### config.mk
export PLATFORM = sky130hd
export DESIGN_NAME = sargantana_icache_mshr_unit
export DESIGN_NICKNAME = d
export VERILOG_FILES = /design/src/rtl/sargantana_icache_mshr_unit.sv
export SDC_FILE = /design/constraint.sdc
export NUM_CORES = 1
export LEC_CHECK = 0
export ABC_AREA = 1
export BUFFER_PORTS_ARGS = -buffer_cell sky130_fd_sc_hd__buf_2
export CORE_ASPECT_RATIO = 1.75
export CORE_MARGIN = 8
export CORE_UTILIZATION = 51
export DETAILED_ROUTE_END_ITERATION = 16
export PLACE_DENSITY_LB_ADDON = 0.12
export RECOVER_POWER = 25
export SYNTH_ARGS = -nofsm -noshare
export SYNTH_HDL_FRONTEND = slang
export SYNTH_SLANG_ARGS = --single-unit
export TNS_END_PERCENT = 1
### constraint.sdc
create_clock -name clk_i -period 7.3 [get_ports clk_i]
set_input_delay 0.73 -clock clk_i [delete_from_list [all_inputs] [get_ports clk_i]]
set_output_delay 0.73 -clock clk_i [all_outputs]
set_load 0.02 [all_outputs]
### src/rtl/sargantana_icache_mshr_unit.sv
// rtl/sargantana_icache_mshr_unit.sv - icache miss/refill unit
// Tracks up to N_MSHR line misses, assembles multi-beat refills, merges same-line misses, prefetches next line.
module sargantana_icache_mshr_unit #(
  parameter int PADDR_WIDTH = 40,
  parameter int LINE_WIDTH  = 256,
  parameter int BEAT_WIDTH  = 128,
  parameter int N_MSHR      = 2,
  parameter int WAY_W       = 2,
  parameter int PREFETCH_EN = 1,
  parameter int ID_W        = (N_MSHR > 1) ? $clog2(N_MSHR) : 1
) (
  input  logic                   clk_i,
  input  logic                   rstn_i,
  input  logic                   flush_i,
  input  logic                   miss_valid_i,
  input  logic [PADDR_WIDTH-1:0] miss_paddr_i,
  input  logic [WAY_W-1:0]       miss_way_i,
  input  logic                   miss_kill_i,
  output logic                   miss_ready_o,
  output logic                   miss_merge_o,
  output logic                   ifill_req_valid_o,
  output logic [PADDR_WIDTH-1:0] ifill_req_paddr_o,
  output logic [ID_W-1:0]        ifill_req_id_o,
  input  logic                   ifill_req_ready_i,
  input  logic                   ifill_resp_valid_i,
  input  logic [ID_W-1:0]        ifill_resp_id_i,
  input  logic [BEAT_WIDTH-1:0]  ifill_resp_data_i,
  output logic                   fill_valid_o,
  output logic [PADDR_WIDTH-1:0] fill_paddr_o,
  output logic [WAY_W-1:0]       fill_way_o,
  output logic [LINE_WIDTH-1:0]  fill_data_o,
  output logic                   fill_prefetch_o
);

  localparam int BEATS   = LINE_WIDTH / BEAT_WIDTH;
  localparam int CNT_W   = (BEATS > 1) ? $clog2(BEATS) : 1;
  localparam int OFF_W   = $clog2(LINE_WIDTH / 8);
  localparam int LINE_AW = PADDR_WIDTH - OFF_W;
  localparam int PAGE_LW = 12 - OFF_W;
  localparam logic [CNT_W-1:0] LAST_BEAT = CNT_W'(BEATS - 1);

  typedef enum logic [1:0] {
    S_IDLE,
    S_REQ,
    S_WAIT,
    S_DONE
  } state_e;

  state_e              state_q [N_MSHR];
  state_e              state_d [N_MSHR];
  logic [LINE_AW-1:0]  line_q  [N_MSHR];
  logic [WAY_W-1:0]    way_q   [N_MSHR];
  logic [CNT_W-1:0]    cnt_q   [N_MSHR];
  logic [LINE_WIDTH-1:0] data_q [N_MSHR];
  logic [N_MSHR-1:0]   pf_q;
  logic [N_MSHR-1:0]   killed_q;
  logic [N_MSHR-1:0]   lock_oh_q;

  logic [N_MSHR-1:0]   idle_vec, req_vec, done_vec, hit_dem, hit_pf, beat_hit;
  logic [N_MSHR-1:0]   dem_oh, pf_oh, alloc_dem_oh, alloc_pf_oh, grant_oh, fill_oh;
  logic                kill, miss_accept, alloc_dem, alloc_pf, same_page, req_fire;
  logic                found_d, found_p, found_g;
  logic [LINE_AW-1:0]  miss_line, next_line, req_line, fill_line;
  logic [OFF_W-1:0]    unused_offset;

  assign kill          = flush_i | miss_kill_i;
  assign miss_line     = miss_paddr_i[PADDR_WIDTH-1:OFF_W];
  assign next_line     = miss_line + LINE_AW'(1);
  assign unused_offset = miss_paddr_i[OFF_W-1:0];
  // Next line stays in the 4 KiB page unless this is the page's last line.
  assign same_page     = (miss_line[PAGE_LW-1:0] != {PAGE_LW{1'b1}});

  always_comb begin
    idle_vec = '0;
    req_vec  = '0;
    done_vec = '0;
    hit_dem  = '0;
    hit_pf   = '0;
    beat_hit = '0;
    for (int i = 0; i < N_MSHR; i++) begin
      idle_vec[i] = (state_q[i] == S_IDLE);
      req_vec[i]  = (state_q[i] == S_REQ);
      done_vec[i] = (state_q[i] == S_DONE) && !killed_q[i];
      hit_dem[i]  = !idle_vec[i] && !killed_q[i] && (line_q[i] == miss_line);
      hit_pf[i]   = !idle_vec[i] && !killed_q[i] && (line_q[i] == next_line);
      beat_hit[i] = ifill_resp_valid_i && (state_q[i] == S_WAIT) &&
                    (ifill_resp_id_i == ID_W'(i));
    end
  end

  assign miss_ready_o = |idle_vec;
  assign miss_accept  = miss_valid_i && miss_ready_o && !kill;
  assign miss_merge_o = miss_accept && (|hit_dem);
  assign alloc_dem    = miss_accept && !(|hit_dem);

  // Demand takes the lowest IDLE entry, the prefetch the next IDLE one.
  always_comb begin
    dem_oh  = '0;
    pf_oh   = '0;
    found_d = 1'b0;
    found_p = 1'b0;
    for (int i = 0; i < N_MSHR; i++) begin
      if (idle_vec[i]) begin
        if (!found_d) begin
          dem_oh[i] = 1'b1;
          found_d   = 1'b1;
        end else if (!found_p) begin
          pf_oh[i] = 1'b1;
          found_p  = 1'b1;
        end
      end
    end
  end

  assign alloc_pf     = (PREFETCH_EN != 0) && alloc_dem && found_p && same_page && !(|hit_pf);
  assign alloc_dem_oh = alloc_dem ? dem_oh : '0;
  assign alloc_pf_oh  = alloc_pf ? pf_oh : '0;

  // A stalled request keeps the grant so address/id stay stable until accepted.
  always_comb begin
    grant_oh = '0;
    found_g  = 1'b0;
    if (|(lock_oh_q & req_vec)) begin
      grant_oh = lock_oh_q & req_vec;
    end else begin
      for (int i = 0; i < N_MSHR; i++) begin
        if (!found_g && req_vec[i] && !pf_q[i]) begin
          grant_oh[i] = 1'b1;
          found_g     = 1'b1;
        end
      end
      for (int i = 0; i < N_MSHR; i++) begin
        if (!found_g && req_vec[i] && pf_q[i]) begin
          grant_oh[i] = 1'b1;
          found_g     = 1'b1;
        end
      end
    end
  end

  always_comb begin
    ifill_req_id_o = '0;
    req_line       = '0;
    for (int i = 0; i < N_MSHR; i++) begin
      if (grant_oh[i]) begin
        ifill_req_id_o = ID_W'(i);
        req_line       = line_q[i];
      end
    end
  end

  assign ifill_req_valid_o = |grant_oh;
  assign ifill_req_paddr_o = {req_line, {OFF_W{1'b0}}};
  assign req_fire          = ifill_req_valid_o && ifill_req_ready_i;

  always_comb begin
    fill_oh         = '0;
    fill_line       = '0;
    fill_way_o      = '0;
    fill_data_o     = '0;
    fill_prefetch_o = 1'b0;
    for (int i = N_MSHR - 1; i >= 0; i--) begin
      if (done_vec[i]) begin
        fill_oh         = '0;
        fill_oh[i]      = 1'b1;
        fill_line       = line_q[i];
        fill_way_o      = way_q[i];
        fill_data_o     = data_q[i];
        fill_prefetch_o = pf_q[i];
      end
    end
  end

  assign fill_valid_o = |fill_oh;
  assign fill_paddr_o = {fill_line, {OFF_W{1'b0}}};

  always_comb begin
    for (int i = 0; i < N_MSHR; i++) begin
      state_d[i] = state_q[i];
      case (state_q[i])
        S_IDLE: if (alloc_dem_oh[i] || alloc_pf_oh[i]) state_d[i] = S_REQ;
        S_REQ: begin
          if (kill) state_d[i] = S_IDLE;
          else if (req_fire && grant_oh[i]) state_d[i] = S_WAIT;
        end
        S_WAIT: if (beat_hit[i] && (cnt_q[i] == LAST_BEAT)) state_d[i] = S_DONE;
        S_DONE: state_d[i] = S_IDLE;
        default: state_d[i] = S_IDLE;
      endcase
    end
  end

  always_ff @(posedge clk_i or negedge rstn_i) begin
    if (!rstn_i) begin
      lock_oh_q <= '0;
      pf_q      <= '0;
      killed_q  <= '0;
      for (int i = 0; i < N_MSHR; i++) begin
        state_q[i] <= S_IDLE;
        line_q[i]  <= '0;
        way_q[i]   <= '0;
        cnt_q[i]   <= '0;
      end
    end else begin
      lock_oh_q <= (ifill_req_valid_o && !ifill_req_ready_i) ? grant_oh : '0;
      for (int i = 0; i < N_MSHR; i++) begin
        state_q[i] <= state_d[i];
        if (alloc_dem_oh[i] || alloc_pf_oh[i]) begin
          line_q[i]   <= alloc_pf_oh[i] ? next_line : miss_line;
          way_q[i]    <= miss_way_i;
          pf_q[i]     <= alloc_pf_oh[i];
          killed_q[i] <= 1'b0;
          cnt_q[i]    <= '0;
        end
        // In-flight entries keep draining beats but must not fill the arrays.
        if (kill && (state_q[i] == S_WAIT)) killed_q[i] <= 1'b1;
        if (beat_hit[i]) cnt_q[i] <= (cnt_q[i] == LAST_BEAT) ? '0 : cnt_q[i] + CNT_W'(1);
      end
    end
  end

  always_ff @(posedge clk_i) begin
    for (int i = 0; i < N_MSHR; i++) begin
      if (beat_hit[i]) data_q[i][cnt_q[i]*BEAT_WIDTH +: BEAT_WIDTH] <= ifill_resp_data_i;
    end
  end

endmodule

**Word-level counts from Yosys, hierarchy flattened**

Memories as Yosys holds them, arrays and structs flattened.
Index checks and enable logic that the tools add are counted.
W data, S select, Z words.

- Equality and inequality tests: 17
- Mux-type cells: 58
- Shift-type cells: 4
- Reduce and logical (&&, ||, !) cells: 64
- Bitwise gates (word level): 3
- Add/subtract/negate cells: 5

Operators with widths:

| cell | number |
|---|---|
| $mux W256 | 6 |
| $shift A128 B34 Y256 const A | 2 |
| $shiftx A128 B34 Y256 | 2 |
| $reduce_or A256 Y1 | 1 |
| $mux W35 | 6 |
| $eq A35 B35 Y1 | 4 |
| $neg A8 Y34 | 2 |
| $add A35 B1 Y35 const B | 1 |
| $logic_and A1 B1 Y1 | 34 |
| $mux W2 | 16 |
| $mux W1 | 28 |
| $pmux W2 S4 | 2 |
| $logic_not A1 Y1 | 13 |
| $reduce_or A2 Y1 | 6 |
| $eq A2 B2 Y1 const B | 4 |
| $reduce_bool A2 Y1 | 4 |
| $ne A7 B7 Y1 const B | 1 |
| $ne A3 B1 Y1 const B | 2 |
| $reduce_and A3 Y1 | 2 |
| $eq A2 B1 Y1 const B | 2 |
| $logic_not A2 Y1 | 2 |
| $ne A2 B1 Y1 const B | 2 |
| $ne A2 B2 Y1 const B | 2 |
| $add A1 B1 Y1 const B | 2 |
| other kinds (4) | 5 |

- Memories kept: 1
- RAM bits: 512
- Output and inout bits: 344
- Bits in registers: 86
- Logic and storage cells: 165
- Bits of input ports: 178

Memory list:

| memory | depth | width | rd ports | clocked after Yosys merged registers in | write ports | RTL line | RTL |
|---|---|---|---|---|---|---|---|
| data_q | 2 | 256 | 2 | 0 | 1 | 54 | `logic [LINE_WIDTH-1:0] data_q [N_MSHR];` |

**Depth between registers and ports, before layout**

- Depth in word-level cells: 25
- Depth in mapped cells: 15
- Gate-level depth less buffers: 14

**Worst setup path after synthesis**

No wires, ideal clock.

- Path type: input-to-reg
- From: input ifill_resp_id_i
- To: register state_q[0] (netlist name)
- Required time: 7234 ps
- Library setup time: 66 ps
- Path buffers: 0
- Cell stages on the path: 6
- Path slack: 105 ps
- Arrival time: 7129 ps
- Cell sequence: nand3_1 > nor2_1 > o21ai_0 > a21oi_1 > nand2_1 > nand2_1

- Longest elaborated chain between the ends: 4

Ends and longest elaborated chain:

| item | RTL line | RTL |
|---|---|---|
| from (decl) | 26 | `input logic [ID_W-1:0] ifill_resp_id_i,` |
| $logic_and A1 B1 Y1 | 86 | `beat_hit[i] = ifill_resp_valid_i && (state_q[i] == S_WAIT) &&` |
| $logic_and A1 B1 Y1 | 186 | `S_WAIT: if (beat_hit[i] && (cnt_q[i] == LAST_BEAT)) state_d[i] = S_DONE;` |
| $ne A2 B2 Y1 (no line) | - |  |
| $reduce_and A3 Y1 (no line) | - |  |
| to (signal, indexed assignment) | 207 | `state_q[i] <= state_d[i];` |
| to (decl) | 49 | `state_e state_q [N_MSHR];` |

No other way between the ends.
A chain may end at the register's enable or synchronous reset.

**Final worst setup path**

- From: register cnt_q[0] (netlist name)
- To: memory data_q[1][43] (netlist: data_q[0][299]) (data pin)

- Longest elaborated chain between the ends: 5
- Elaborated cells on any way between the ends: 6
- Classes of those cells: add/sub (1); shift (2); mux (2); reduce/logical (1)

Ends and longest elaborated chain:

| item | RTL line | RTL |
|---|---|---|
| from (decl) | 53 | `logic [CNT_W-1:0] cnt_q [N_MSHR];` |
| from (signal, indexed assignment) | 217 | `if (beat_hit[i]) cnt_q[i] <= (cnt_q[i] == LAST_BEAT) ? '0 : cnt_q[i] + CNT_W'(1);` |
| $neg A8 Y34 * | 224 | `if (beat_hit[i]) data_q[i][cnt_q[i]*BEAT_WIDTH +: BEAT_WIDTH] <= ifill_resp_data_i;` |
| $shift A128 B34 Y256 | 224 |  |
| $mux W256 (not written as such) | 224 |  |
| $reduce_or A256 Y1 (no line) | - |  |
| $mux W256 (no line) * | - |  |
| to (decl) | 54 |  |

Mark *: on every way between the ends. The rest lies on a longest branch, timed or not.

==> results.py <==
metrics = {
    "clock_tree": {
        "clk-insertion-delay-late_ns": 0.59,
        "clk_pin_slew_worst_paths_ns": 0.06,
        "post-cts-setup-buffers": 0,
        "cts_num_sinks": 597,
        "cts_tree": "yes",
        "cts-resized-gates": 0,
        "clock_path_buffers": 3,
        "hold_buffers": 0,
        "cts-buffers-inserted": 55,
        "htree_levels": 2,
        "cts_root_buf": "clkbuf_16",
    },
    "grt": {
        "track_usage_pct": 26.2,
        "grt_pass1_vias": 21800,
        "overflow": 0,
        "grt_pass1_wl_um": 129000,
        "grt_max_degree": 178,
        "antenna_found_initial": 25,
    },
    "route": {
        "wl_per_cell_um": 20.0,
        "postRouteAntennaNets": 0,
        "drc": 0,
        "first_pass_iters": 5,
        "drt_wl_total_um": 87900,
        "drt_iter0_drc": 1734,
        "vias": 22700,
        "viasPerCell": 5.19,
    },
    "sta": {
        "slew_violations": 486,
        "tightest_slew_ns": 3.69,
        "tns_ns": 0,
        "fin_crit_sh_pct": 73.1,
        "clock_skew_ns": 0.0160,
        "slew_headroom_pct": -146,
        "hold_viol": 0,
        "setup_violations": 0,
        "rsz0062_at_grt": "false",
        "max_freq_mhz": 187,
        "worst_slack_ns": 1.97,
        "period_needed_ns": 5.33,
    },
    "setup_path": {
        "required_ns": 7.60,
        "critPathLaunchType": "flop",
        "reg2reg_from": "cnt_q[0]",
        "critPathKind": "reg -> reg",
        "cpMaxStageDelayCell": "clkbuf_1",
        "rr_endpoint": "data_q[0][299]",
        "reg2regPathDepth": 3,
        "critPathTopFamily": "buffers and inverters",
        "cp.buffers_inverters": 2,
        "arrival_ns": 5.64,
        "cp_max_fo": 78,
        "crit_path_end_kind": "flop",
        "path_cells": "clkbuf_1, buf_4, nor2_1",
        "cp_slowest_stage_delay_ns": 2.37,
        "regToRegSetupSlack_ns": 1.97,
    },
    "placement": {
        "io_buffers": 506,
        "gp_congestion": 0.966,
        "pre_cts_slack_ns": 3.72,
        "hpwl_um": 59300,
        "dpl.cell_count": 4269,
    },
    "floorplanning": {
        "die_w_um": 196,
        "fp.dieH_um": 330,
        "ios": 522,
        "core-area_mm2": 0.0560,
        "dieArea_mm2": 0.0646,
        "initial_core_util_pct": 51.5,
        "fp-row-count": 115,
    },
    "yosys": {
        "netlist_area_mm2": 0.0288,
        "synth_edf_count": 512,
        "synthFlopType": "edfxtp_1",
        "syn_avg_cell_area_um2": 8.95,
        "yosysWarnings": 0,
        "async_flop_share_pct": 14.2,
        "synth-seq-cells": 597,
        "yosysSeqAreaShare_pct": 60.8,
        "synthDistinctLibCells": 40,
        "syn_inst": 3217,
    },
    "power_and_ir_drop": {
        "p_leak_nw": 16.9,
        "power.density_mw_per_mm2": 313,
        "total_power_mw": 10.4,
        "irDropWorstVdd_mv": 0.233,
    },
    "worst_hold_path": {
        "worstHoldPathType": "in -> reg",
        "hold_start": "ifill_req_ready_i",
        "min_path_cells": 2,
        "whs_endpoint": "lock_oh_q[1]",
    },
    "finish": {
        "area_growth_pct": 16.0,
        "final_cell_mix": "inv_1 (764), nand2_1 (521), edfxtp_1 (512)",
        "num-fill-cells": 4904,
        "final_util_pct": 59.7,
        "multi_input_area_mm2": 0.00763,
        "mostFrequentLayoutCell": "inv_1",
        "drive_above_1_share_pct": 17.2,
        "instances_no_fill": 4383,
        "nets": 3803,
        "ff_latch_area_mm2": 0.0175,
    },
    "outcome": {
        "outcome": "finished with violations",
        "violations": "max-capacitance violations, max-slew violations",
    },
    "run": {
        "drv_cap": 9,
    },
}
==> Yosys cell counts, drive strengths merged, types with 9 or more instances <==
master    n  area [um2]
buf      52         329
nor3      9        50.1
nand2   522        1960
dfrtp    85        2130
nand3   323        1640
o22ai    38         238
inv     776        2910
xnor2    17         149
edfxtp  512       15400
nand4    11        75.1
o21ai   390        1960
xor2     15         131
nor2    308        1180
clkbuf  137         515
==> worst reg2reg max path, cell delays in order, from the launching register on <==
cell and delay (ns):
dfrtp_1 1.44, clkbuf_1 2.39, buf_4 1.03, nor2_1 0.19
==> per-layer routing <==
metal  vias to the layer above  track usage (%)  part of all wire (%)
li1                      11000                -                     -
met1                     10700             29.2                    36
met2                       841             44.9                    49
met3                       171             7.54                   9.2
met4                        12             14.0                   5.5
met5                         -                0                 0.082
==> report_power, final <==
part	total [mW]	switching [mW]	internal [mW]
combinational	3.20	2.30	0.899
sequential	4.45	0.274	4.18
clock	2.80	1.23	1.56
==> layout make-up <==
class / instances / area share, %
clock inverters: 24 / 0.625
inverters: 776 / 8.71
well taps: 702 / 2.63
diodes: 21 / 0.157
repair buffers: 530 / 8.27
flip-flops and latches: 597 / 52.4
multi-input cells: 1664 / 22.8
clock buffers: 69 / 4.43
==> per-stage QoR <==
stage          cell area (um2)  hold slack (ns)
6_report                 33400            0.353
5_1_grt                  33400            0.339
4_1_cts                  33400           0.0421
3_5_place_dp             31700            0.494
3_3_place_gp             31700            0.490
2_1_floorplan            28800            0.434
==> flip-flops by register name (all words and copies together), names as in the netlist, named ones only <==
signal	cells
killed_q	2
data_q	512
pf_q	1
lock_oh_q	2
state_q	2
line_q	70
cnt_q	2
way_q	4
==> worst max path at each step <==
stage | from | endpoint | slack, ns | cells past startpoint
after floorplan | ifill_resp_id_i | state_q[0] | 0.10 | 6
after global routing | cnt_q[0] | data_q[0][299] | 1.55 | 3
final | cnt_q[0] | data_q[0][299] | 1.97 | 3
after global placement | killed_q[0] | fill_paddr_o[28] | 3.73 | 7
after detailed placement | killed_q[0] | fill_paddr_o[28] | 3.72 | 7
after CTS | killed_q[0] | fill_paddr_o[28] | 3.07 | 7
==> cell families after synthesis <==
kind of cell	count (synthesis)	synth area share [%]
AO/OA/AOI/OAI	439	7.88
XOR/XNOR	32	0.973
adder cells (fa/ha/maj)	1	0.0434
buffers and inverters	965	13.0
flip-flops	597	60.8
other	1	0.0130
AND/OR/NAND/NOR	1182	17.3
Power figures use the tool's default switching activity.
